$ cat config.mk
export PLATFORM = sky130hd
export DESIGN_NAME = mvm_feeder_flat
export DESIGN_NICKNAME = d
export VERILOG_FILES = /design/src/rtl/mvm_pkg.sv /design/src/rtl/mvm_feeder_if.sv /design/src/rtl/mvm_result_fifo.sv /design/src/rtl/mvm_feeder.sv /design/src/flat_wrapper.sv
export SDC_FILE = /design/constraint.sdc
export NUM_CORES = 1
export LEC_CHECK = 0
export CAP_MARGIN = 40
export CORE_MARGIN = 5
export CORE_UTILIZATION = 35
export DETAILED_ROUTE_END_ITERATION = 8
export PLACE_DENSITY_LB_ADDON = 0.05
export SLEW_MARGIN = 20
export SYNTH_ARGS = -nofsm -noshare
export SYNTH_HDL_FRONTEND = slang
export SYNTH_HIERARCHICAL = 1
export SYNTH_SLANG_ARGS = --single-unit
$ cat constraint.sdc
create_clock -name clk -period 4.05 [get_ports clk]
set_input_delay 0.81 -clock clk [delete_from_list [all_inputs] [get_ports clk]]
set_output_delay 0.81 -clock clk [all_outputs]
set_load 0.005 [all_outputs]
$ cat src/rtl/mvm_pkg.sv
// Shared types for the mvm_feeder block: stream command tags and FSM states.
package mvm_pkg;

    typedef enum logic [1:0] {
        CMD_MATRIX = 2'b00,
        CMD_VECTOR = 2'b01,
        CMD_START  = 2'b10,
        CMD_RSVD   = 2'b11
    } cmd_t;

    typedef enum logic [2:0] {
        S_IDLE,
        S_GATHER,
        S_PULSE,
        S_BURST,
        S_ISSUE,
        S_WAIT_DONE,
        S_CAPTURE
    } state_t;

endpackage

$ cat src/rtl/mvm_feeder_if.sv
// Upstream beat stream and downstream result stream of the mvm_feeder.
interface mvm_feeder_if
    import mvm_pkg::*;
#(
    parameter int INPUT_WIDTH  = 8,
    parameter int OUTPUT_WIDTH = 2 * INPUT_WIDTH
);
    logic                    in_valid;
    logic                    in_ready;
    cmd_t                    in_cmd;
    logic [INPUT_WIDTH-1:0]  in_data;
    logic                    out_valid;
    logic                    out_ready;
    logic [OUTPUT_WIDTH-1:0] out_data;
    logic                    out_last;

    // Feeder side
    modport slave (
        input  in_valid, in_cmd, in_data, out_ready,
        output in_ready, out_valid, out_data, out_last
    );

    // Producer / consumer side
    modport master (
        output in_valid, in_cmd, in_data, out_ready,
        input  in_ready, out_valid, out_data, out_last
    );
endinterface

$ cat src/rtl/mvm_result_fifo.sv
// Show-ahead result FIFO; output reads as zero while empty.
module mvm_result_fifo #(
    parameter int DEPTH = 8,
    parameter int WIDTH = 17
) (
    input  logic             clk,
    input  logic             reset,
    input  logic             push,
    input  logic [WIDTH-1:0] din,
    input  logic             pop,
    output logic             valid,
    output logic [WIDTH-1:0] dout
);
    localparam int AW = (DEPTH > 1) ? $clog2(DEPTH) : 1;
    localparam int NW = $clog2(DEPTH + 1);

    logic [WIDTH-1:0] mem [DEPTH];
    logic [AW-1:0]    wr_ptr;
    logic [AW-1:0]    rd_ptr;
    logic [NW-1:0]    count;
    logic             do_pop;

    function automatic logic [AW-1:0] ptr_next(input logic [AW-1:0] p);
        return (p == AW'(DEPTH - 1)) ? '0 : p + AW'(1);
    endfunction

    assign valid  = (count != '0);
    assign do_pop = pop && valid;
    assign dout   = valid ? mem[rd_ptr] : '0;

    // Storage write, no reset needed on the array
    always_ff @(posedge clk) begin
        if (push) mem[wr_ptr] <= din;
    end

    // Pointer and occupancy tracking
    always_ff @(posedge clk or negedge reset) begin
        if (!reset) begin
            wr_ptr <= '0;
            rd_ptr <= '0;
            count  <= '0;
        end else begin
            if (push)   wr_ptr <= ptr_next(wr_ptr);
            if (do_pop) rd_ptr <= ptr_next(rd_ptr);
            case ({push, do_pop})
                2'b10:   count <= count + NW'(1);
                2'b01:   count <= count - NW'(1);
                default: count <= count;
            endcase
        end
    end
endmodule

$ cat src/rtl/mvm_feeder.sv
// Stream front end for the matrix-vector core: stages load groups, replays
// them as contiguous bursts, issues start and buffers the result rows.
module mvm_feeder
    import mvm_pkg::*;
#(
    parameter int MAT_SCALE    = 8,
    parameter int INPUT_WIDTH  = 8,
    parameter int OUTPUT_WIDTH = 2 * INPUT_WIDTH
) (
    input  logic                    clk,
    input  logic                    reset,
    mvm_feeder_if.slave             strm,
    output logic                    loadMatrix,
    output logic                    loadVector,
    output logic                    start,
    output logic [INPUT_WIDTH-1:0]  data_in,
    input  logic                    done,
    input  logic [OUTPUT_WIDTH-1:0] data_out,
    output logic                    busy
);
    localparam int          MAT_WORDS = MAT_SCALE * MAT_SCALE;
    localparam int          CW        = (MAT_WORDS > 1) ? $clog2(MAT_WORDS) : 1;
    localparam logic [CW-1:0] MAT_LAST = CW'(MAT_WORDS - 1);
    localparam logic [CW-1:0] VEC_LAST = CW'(MAT_SCALE - 1);

    state_t                  state;
    cmd_t                    grp_cmd;
    logic [CW-1:0]           cnt;
    logic                    rdy_q;
    logic                    in_rdy;
    logic                    accept;
    logic                    head_load;
    logic                    stage_we;
    logic [CW-1:0]           stage_addr;
    logic [CW-1:0]           head_last;
    logic [CW-1:0]           grp_last;
    logic [INPUT_WIDTH-1:0]  stage [MAT_WORDS];
    logic                    fifo_push;
    logic                    fifo_valid;
    logic [OUTPUT_WIDTH:0]   fifo_din;
    logic [OUTPUT_WIDTH:0]   fifo_dout;

    // A START head waits in IDLE until every previous result has been drained
    assign in_rdy     = rdy_q && !(state == S_IDLE && strm.in_cmd == CMD_START && fifo_valid);
    assign strm.in_ready = in_rdy;
    assign accept     = strm.in_valid && in_rdy;
    assign head_load  = (strm.in_cmd == CMD_MATRIX) || (strm.in_cmd == CMD_VECTOR);
    assign head_last  = (strm.in_cmd == CMD_MATRIX) ? MAT_LAST : VEC_LAST;
    assign grp_last   = (grp_cmd == CMD_MATRIX) ? MAT_LAST : VEC_LAST;
    assign stage_we   = accept && ((state == S_IDLE && head_load) || state == S_GATHER);
    assign stage_addr = (state == S_GATHER) ? cnt : '0;

    // Stage buffer write: group head lands at word 0, later beats at the counter
    always_ff @(posedge clk) begin
        if (stage_we) stage[stage_addr] <= strm.in_data;
    end

    // Control FSM with registered core strobes, ready and busy
    always_ff @(posedge clk or negedge reset) begin
        if (!reset) begin
            state      <= S_IDLE;
            grp_cmd    <= CMD_MATRIX;
            cnt        <= '0;
            rdy_q      <= 1'b0;
            busy       <= 1'b0;
            loadMatrix <= 1'b0;
            loadVector <= 1'b0;
            start      <= 1'b0;
            data_in    <= '0;
        end else begin
            rdy_q      <= 1'b0;
            busy       <= 1'b1;
            loadMatrix <= 1'b0;
            loadVector <= 1'b0;
            start      <= 1'b0;
            case (state)
                S_IDLE: begin
                    rdy_q <= 1'b1;
                    busy  <= 1'b0;
                    if (accept) begin
                        case (strm.in_cmd)
                            CMD_MATRIX, CMD_VECTOR: begin
                                grp_cmd <= strm.in_cmd;
                                cnt     <= CW'(1);
                                busy    <= 1'b1;
                                if (head_last == '0) begin
                                    state <= S_PULSE;
                                    rdy_q <= 1'b0;
                                end else begin
                                    state <= S_GATHER;
                                end
                            end
                            CMD_START: begin
                                state <= S_ISSUE;
                                rdy_q <= 1'b0;
                                busy  <= 1'b1;
                            end
                            default: ;
                        endcase
                    end
                end
                S_GATHER: begin
                    rdy_q <= 1'b1;
                    if (accept) begin
                        cnt <= cnt + CW'(1);
                        if (cnt == grp_last) begin
                            state <= S_PULSE;
                            rdy_q <= 1'b0;
                        end
                    end
                end
                S_PULSE: begin
                    loadMatrix <= (grp_cmd == CMD_MATRIX);
                    loadVector <= (grp_cmd == CMD_VECTOR);
                    cnt        <= '0;
                    state      <= S_BURST;
                end
                S_BURST: begin
                    data_in <= stage[cnt];
                    cnt     <= cnt + CW'(1);
                    if (cnt == grp_last) begin
                        state <= S_IDLE;
                        rdy_q <= 1'b1;
                        busy  <= 1'b0;
                    end
                end
                S_ISSUE: begin
                    start <= 1'b1;
                    state <= S_WAIT_DONE;
                end
                S_WAIT_DONE: begin
                    if (done) begin
                        cnt   <= '0;
                        state <= S_CAPTURE;
                    end
                end
                S_CAPTURE: begin
                    cnt <= cnt + CW'(1);
                    if (cnt == VEC_LAST) begin
                        state <= S_IDLE;
                        rdy_q <= 1'b1;
                        busy  <= 1'b0;
                    end
                end
                default: state <= S_IDLE;
            endcase
        end
    end

    assign fifo_push = (state == S_CAPTURE);
    assign fifo_din  = {cnt == VEC_LAST, data_out};

    mvm_result_fifo #(
        .DEPTH (MAT_SCALE),
        .WIDTH (OUTPUT_WIDTH + 1)
    ) u_fifo (
        .clk   (clk),
        .reset (reset),
        .push  (fifo_push),
        .din   (fifo_din),
        .pop   (strm.out_ready),
        .valid (fifo_valid),
        .dout  (fifo_dout)
    );

    assign strm.out_valid = fifo_valid;
    assign strm.out_last  = fifo_dout[OUTPUT_WIDTH];
    assign strm.out_data  = fifo_dout[OUTPUT_WIDTH-1:0];
endmodule

$ cat src/flat_wrapper.sv
// flat-port wrapper written by rule: the top's interface ports become plain ports
module mvm_feeder_flat import mvm_pkg::*;
#(
    parameter int MAT_SCALE    = 8,
    parameter int INPUT_WIDTH  = 8,
    parameter int OUTPUT_WIDTH = 2 * INPUT_WIDTH
)
  (clk, reset, loadMatrix, loadVector, start, data_in, done, data_out, busy, strm_in_valid, strm_in_cmd, strm_in_data, strm_out_ready, strm_in_ready, strm_out_valid, strm_out_data, strm_out_last);
  mvm_feeder_if #(.INPUT_WIDTH(INPUT_WIDTH), .OUTPUT_WIDTH(OUTPUT_WIDTH)) strm_i ();
  input  logic clk;
  input  logic reset;
  output logic loadMatrix;
  output logic loadVector;
  output logic start;
  output logic [INPUT_WIDTH-1:0] data_in;
  input  logic done;
  input  logic [OUTPUT_WIDTH-1:0] data_out;
  output logic busy;
  input wire logic [$bits(strm_i.in_valid)-1:0] strm_in_valid;
  input wire logic [$bits(strm_i.in_cmd)-1:0] strm_in_cmd;
  input wire logic [$bits(strm_i.in_data)-1:0] strm_in_data;
  input wire logic [$bits(strm_i.out_ready)-1:0] strm_out_ready;
  output wire logic [$bits(strm_i.in_ready)-1:0] strm_in_ready;
  output wire logic [$bits(strm_i.out_valid)-1:0] strm_out_valid;
  output wire logic [$bits(strm_i.out_data)-1:0] strm_out_data;
  output wire logic [$bits(strm_i.out_last)-1:0] strm_out_last;
  assign strm_i.in_valid = strm_in_valid;
  assign strm_i.in_cmd = strm_in_cmd;
  assign strm_i.in_data = strm_in_data;
  assign strm_i.out_ready = strm_out_ready;
  assign strm_in_ready = strm_i.in_ready;
  assign strm_out_valid = strm_i.out_valid;
  assign strm_out_data = strm_i.out_data;
  assign strm_out_last = strm_i.out_last;
  mvm_feeder #(.MAT_SCALE(MAT_SCALE), .INPUT_WIDTH(INPUT_WIDTH), .OUTPUT_WIDTH(OUTPUT_WIDTH)) u_core (.clk(clk), .reset(reset), .strm(strm_i), .loadMatrix(loadMatrix), .loadVector(loadVector), .start(start), .data_in(data_in), .done(done), .data_out(data_out), .busy(busy));
endmodule
==> flow_summary.ini, run 1 <==
[global_route]
grt_pass1_vias = 14200
grt_max_degree = 65
grt_pass1_wl_um = 104000
antenna_found_initial = 4
grt.overflow.total = 0
grt_use_total_pct = 17.3

[clock_network]
cts-root-buf = clkbuf_16
cts_buffers = 78
hold_buffers = 0
cts_tree = done
postCtsSetupBuffers = 0
clockBufferDepth = 3
clk_latency_ns = 0.62
cts_resized = 0
h-tree-depth = 3
path_clk_slew_ns = 0.06
cts.sinks = 682

[power]
intPower_uw = 14400
p_clk_share_pct = 34.0
power_switching_uw = 5710
seqPwrFrac_pct = 41.1
vdd_drop_max_mv = 0.296
cellPowerDensity_nw_per_um2 = 626
swShare_pct = 28.4
p_leak_uw = 0.0104
pwr-share-comb_pct = 24.9

[status]
outcome = finished clean

[route]
firstDrtPassIters = 5
postRouteAntennaNets = 0
post_drt_wl_per_cell_um = 27.0
drt_iter0_markers = 885
routed_wl_um = 71600
vias_per_cell = 5.16
vias = 13700
drcViolationCount = 0

[floorplan]
die_h_um = 288
die-width_um = 288
num_io_pins = 62
initial_core_util_pct = 35.2
die_area_um2 = 83100
core_um2 = 77100
rows = 102

[job]
max-cap-violations = 0

[sta]
worst_slew_pin_slew_ns = 0.854
period_share_pct = 86.9
rsz0062_at_grt = no
setup_tns_ns = 0
max_slew_margin_pct = 41.6
timing.fmax_mhz = 284
fin_crit_ns = 3.52
fin_hold_ws_ns = 0.100
clock_skew_ns = 0.0218
drv_slew = 0
finalHoldViolCount = 0
setup_violations = 0

[critical_path]
crit_path_start_kind = flip-flop
cp.arrival_ns = 2.71
path_class = reg -> out
cp_max_fo = 11
rr_worst_depth = 7
end_kind = output port
critPathRequiredTime_ns = 3.24

[yosys]
dominantRegCellSynth = edfxtp_1
ys_seq_area_share_pct = 74.9
async_flop_share_pct = 4.99
avgSynthCellArea_um2 = 20.2
ys_warn_count = 6
synth-edff-count = 648
synth_cell_types = 68
synth_cells = 1345
syn_nets = 1384
syn_area_um2 = 27100
synth-seq-cells = 682

[cells_and_area]
antennaDiodeCount = 0
multiInputGateArea_um2 = 6330
fillers = 6937
register_area_um2 = 20300
nets = 1592
drive_gt1_share_pct = 27.0
areaGrowthSynthToFinish_pct = 18.7

[placed_design]
numPortBuffers = 61
place.gp.congestion = 0.805
dp.final_hpwl_um = 46100

[hold_path]
worstHoldPathType = in -> async
[layout make-up]
| type | instances | share of cell area (%) |
|---|---|---|
| clock buffer | 97 | 6.58 |
| clock inverter | 43 | 1.14 |
| inverter | 5 | 0.0583 |
| multi-input combinational | 588 | 19.7 |
| sequential | 682 | 63.1 |
| tap | 1040 | 4.04 |
| timing repair buffer | 198 | 5.37 |
[routing by layer]
metal  vias to the layer above  track usage, %  share of wire, %
li1                       5961               -                 -
met1                      7298            24.2                45
met2                       325            28.2                49
met3                       112            3.13               4.3
met4                         2            4.62               2.5
met5                         -               0             0.020
[power by group through the flow]
stage	Clock [µW]	Combinational [µW]	Sequential [µW]
after detailed placement	0	5100	8450
after CTS	7080	5120	8310
final	6840	5010	8290
after global routing	7360	5400	8330
after floorplan	0	3380	8160
after global placement	0	5110	8460
[per-stage QoR]
| stage | cell area (µm²) | utilization, % | total power (µW) | instances | worst slack (ns) |
|---|---|---|---|---|---|
| 3_3_place_gp | 29600 | 38.4 | 13600 | 2507 | 0.612 |
| 2_1_floorplan | 27100 | - | 11500 | 1345 | 1.20 |
| 3_5_place_dp | 29600 | 38.4 | 13600 | 2509 | 0.581 |
| 6_report | 32200 | 41.8 | 20100 | 2653 | 0.529 |
| 5_1_grt | 32200 | 41.8 | 21100 | 2653 | 0.303 |
| 4_1_cts | 32100 | 41.7 | 20500 | 2649 | 0.395 |
[critical path: stages, from the launching register on]
cell and delay (ns):
dfrtp_2 0.62, buf_4 0.27, mux4_2 0.51, mux2i_1 0.16, nor2_1 0.08, clkdlybuf4s50_1 0.46
[registers in the layout (all words and copies together), names as in the netlist]
name / cells
u_core/u_fifo/rd_ptr: 3
u_core/start: 1
u_core/busy: 1
u_core/u_fifo/count: 4
u_core/u_fifo/mem: 136
u_core/state: 3
u_core/stage: 512
u_core/rdy_q: 1
u_core/cnt: 6
u_core/data_in: 8
u_core/grp_cmd: 2
u_core/u_fifo/wr_ptr: 3
u_core/loadMatrix: 1
u_core/loadVector: 1
[kinds of logic after synthesis]
| group | after synthesis | share of synthesized area (%) |
|---|---|---|
| DFF | 682 | 74.9 |
| and+or+nand+nor | 235 | 4.04 |
| muxes | 224 | 15.6 |
| AOI/OAI and AO/OA | 116 | 3.11 |
| buffers and inverters | 75 | 1.84 |
| adders and majority gates | 8 | 0.369 |
| xor gates and xnor gates | 5 | 0.162 |
[layout by cell type, fill, tap and decap left out, types with 15 or more instances in the layout]
master	n
buf_4	128
clkbuf_16	81
edfxtp_1	648
mux2i_1	59
nor3_1	15
dfrtp_1	30
clkdlybuf4s50_1	52
clkinv_1	16
a22oi_1	19
mux4_2	140
clkinv_2	15
nand2_1	39
a21oi_1	21
nor2_1	108
[synthesized netlist by cell type, types with 9 or more instances]
| master | instances | area, µm² |
|---|---|---|
| a21oi_1 | 21 | 105 |
| a22oi_1 | 19 | 143 |
| buf_2 | 31 | 155 |
| buf_6 | 9 | 101 |
| clkbuf_1 | 15 | 56.3 |
| dfrtp_1 | 34 | 851 |
| edfxtp_1 | 648 | 19500 |
| mux2_2 | 10 | 113 |
| mux2i_1 | 59 | 591 |
| mux4_1 | 12 | 315 |
| mux4_2 | 140 | 3150 |
| nand2_1 | 39 | 146 |
| nand2b_1 | 13 | 81.3 |
| nand3_1 | 12 | 60.1 |
| nor2_1 | 114 | 428 |
| nor2b_1 | 11 | 68.8 |
| nor3_1 | 17 | 85.1 |
| o21ai_0 | 14 | 70.1 |
[worst paths after layout]
check,endpoint,startpoint,slack [ns]
worst max-delay path,strm_out_data[6],u_core/u_fifo/rd_ptr[0]$_DFFE_PN0N_,0.53
worst min-delay path,u_core/loadVector$_DFF_PN0_,reset,0.10
worst max register to register,u_core/stage[39][3]$_DFFE_PP_,u_core/state[2]$_DFFE_PN0P_,0.83
worst min register to register,u_core/u_fifo/count[3]$_DFFE_PN0P_,u_core/u_fifo/count[3]$_DFFE_PN0P_,0.52
max in group asynchronous,u_core/cnt[0]$_DFFE_PN0P_,reset,3.46
min in group clk,u_core/u_fifo/count[3]$_DFFE_PN0P_,u_core/u_fifo/count[3]$_DFFE_PN0P_,0.52
Note: power is estimated with default switching activity, not from simulation.
==> inputs of run 2 (changes only) <==
--- a/config.mk
+++ b/config.mk
@@ -8,6 +8,7 @@
 export CAP_MARGIN = 40
 export CORE_MARGIN = 5
 export CORE_UTILIZATION = 35
+export CTS_CLUSTER_SIZE = 16
 export DETAILED_ROUTE_END_ITERATION = 8
 export PLACE_DENSITY_LB_ADDON = 0.05
 export SLEW_MARGIN = 20
==> flow_summary.ini, run 2 (same netlist as run 1, synthesis figures left out) <==
[critical_path]
cp_cell_sequence = buf_4, mux4_2, mux2i_1, nor2_1, clkdlybuf4s50_1
critPathRequiredTime_ns = 3.24
path_class = reg -> out
cp.depth = 5
path_delay_family = buffers and inverters
crit_slowest_cell = dfrtp_2
r2r_slack_ns = 0.82
critical_path.max_stage_delay_ns = 0.62
crit_path_start_kind = flip-flop
reg2reg_to = u_core/stage[39][6]$_DFFE_PP_
cp.arrival_ns = 2.72
startpoint = u_core/u_fifo/rd_ptr[0]$_DFFE_PN0N_
end_kind = output port
rr_worst_depth = 7
cp_max_fo = 11
path_buf_inv = 2
cp-endpoint = strm_out_data[6]
worstReg2RegStart = u_core/state[2]$_DFFE_PN0P_

[cells_and_area]
antennaDiodeCount = 0
final_common_cell = edfxtp_1
final_cell_mix = 648 x edfxtp_1, 140 x mux4_2, 128 x buf_4, 108 x nor2_1, 81 x clkbuf_16
regMostFlops = u_core/stage
fin_area_um2 = 32200
drive_gt1_share_pct = 27.0
reg_top3 = u_core/stage: 512 flops, u_core/u_fifo/mem: 136 flops, u_core/data_in: 8 flops
areaGrowthSynthToFinish_pct = 18.7
largest_reg_flops = 512
nets = 1592
post-route-util_pct = 41.8
fin_cells = 2653

[sta]
finalHoldViolCount = 0
drv_slew = 0
setup_tns_ns = 0
rsz0062_at_grt = no
clock_skew_ns = 0.0221
timing.fmax_mhz = 283
fin_crit_ns = 3.53
max_slew_margin_pct = 44.9
worst_slew_pin_slew_ns = 0.806
period_share_pct = 87.1
setup_violations = 0

[power]
swShare_pct = 28.4
cellPowerDensity_nw_per_um2 = 626
power_switching_uw = 5720
intPower_uw = 14400
p_clk_share_pct = 34.0
pwr-share-comb_pct = 24.9
seqPwrFrac_pct = 41.2
p_leak_uw = 0.0104
vdd_drop_max_mv = 0.297

[placed_design]
numPortBuffers = 61
place.gp.congestion = 0.805
numPlacedInstances = 2509
dp.final_hpwl_um = 46100
place_area_um2 = 29600

[floorplan]
core_um2 = 77100
initial_core_util_pct = 35.2
die_h_um = 288
die-width_um = 288
num_io_pins = 62
rows = 102
die_area_um2 = 83100

[global_route]
grt_pass1_wl_um = 104000
antenna_found_initial = 4
grt_max_degree = 65
grt_use_total_pct = 17.3
grt_pass1_vias = 14200
grt.overflow.total = 0

[route]
drt_iter0_markers = 895
post_drt_wl_per_cell_um = 27.0
firstDrtPassIters = 5
vias_per_cell = 5.18
routed_wl_um = 71500
postRouteAntennaNets = 0
drcViolationCount = 0
vias = 13700

[job]
max-cap-violations = 0

[clock_network]
h-tree-depth = 3
cts_buffers = 78
clockBufferDepth = 3
cts_resized = 0
cts_tree = done
clk_latency_ns = 0.62
hold_buffers = 0
cts-root-buf = clkbuf_16
cts.sinks = 682
postCtsSetupBuffers = 0
path_clk_slew_ns = 0.06

[hold_path]
worstHoldPathType = in -> async

[status]
outcome = finished clean
-- run 2: metrics by stage --
stage / worst slack (ns) / power, µW / hold WS [ns]
final: 0.521 / 20100 / 0.0988
after global routing: 0.303 / 21100 / 0.0859
after CTS: 0.395 / 20500 / 0.0583
after detailed placement: 0.581 / 13600 / 0.516
after global placement: 0.612 / 13600 / 0.513
after floorplan: 1.20 / 11500 / 0.464
-- run 2: worst min path at each step --
stage / from / slack, ns / cells past startpoint / to
3_5_place_dp: u_core/u_fifo/count[3]$_DFFE_PN0P_ / 0.52 / 1 / u_core/u_fifo/count[3]$_DFFE_PN0P_
5_1_grt: reset / 0.09 / 1 / u_core/start$_DFF_PN0_
6_report: reset / 0.1 / 1 / u_core/loadVector$_DFF_PN0_
3_3_place_gp: u_core/u_fifo/count[3]$_DFFE_PN0P_ / 0.51 / 1 / u_core/u_fifo/count[3]$_DFFE_PN0P_
4_1_cts: reset / 0.06 / 1 / u_core/start$_DFF_PN0_
2_1_floorplan: u_core/grp_cmd[0]$_DFFE_PN0P_ / 0.46 / 1 / u_core/loadMatrix$_DFF_PN0_
-- run 2: worst register-to-register path, stage by stage, from the launching register on --
cell	delay, ns
dfrtp_1	0.56
inv_2	0.20
nand2_1	0.16
or2_2	0.41
nor2_2	0.48
nand3_1	0.45
nor2_1	0.47
buf_4	0.22
-- run 2: per-layer routing --
layer  up-vias  share of wire (%)  track usage (%)  wire, µm
li1       5973                  -                -         -
met1      7308                 44             24.2     31700
met2       341                 49             28.2     34800
met3       113                4.7             3.13      3340
met4         2                2.5             4.62      1770
met5         -              0.020                0        14
-- run 2: power groups by stage --
stage / Sequential, µW / Clock [µW] / Combinational [µW]
floorplan: 8160 / 0 / 3380
global placement: 8460 / 0 / 5110
detailed placement: 8450 / 0 / 5100
CTS: 8310 / 7080 / 5120
global route: 8330 / 7360 / 5400
finish: 8290 / 6840 / 5010
-- run 2: area by class of cell --
cell class                 count  area (µm²)
timing repair buffer         198        1730
inverter                       5        18.8
sequential                   682       20300
fill                        6937       44900
multi-input combinational    588        6330
clock buffer                  97        2120
tap                         1040        1300
clock inverter                43         367
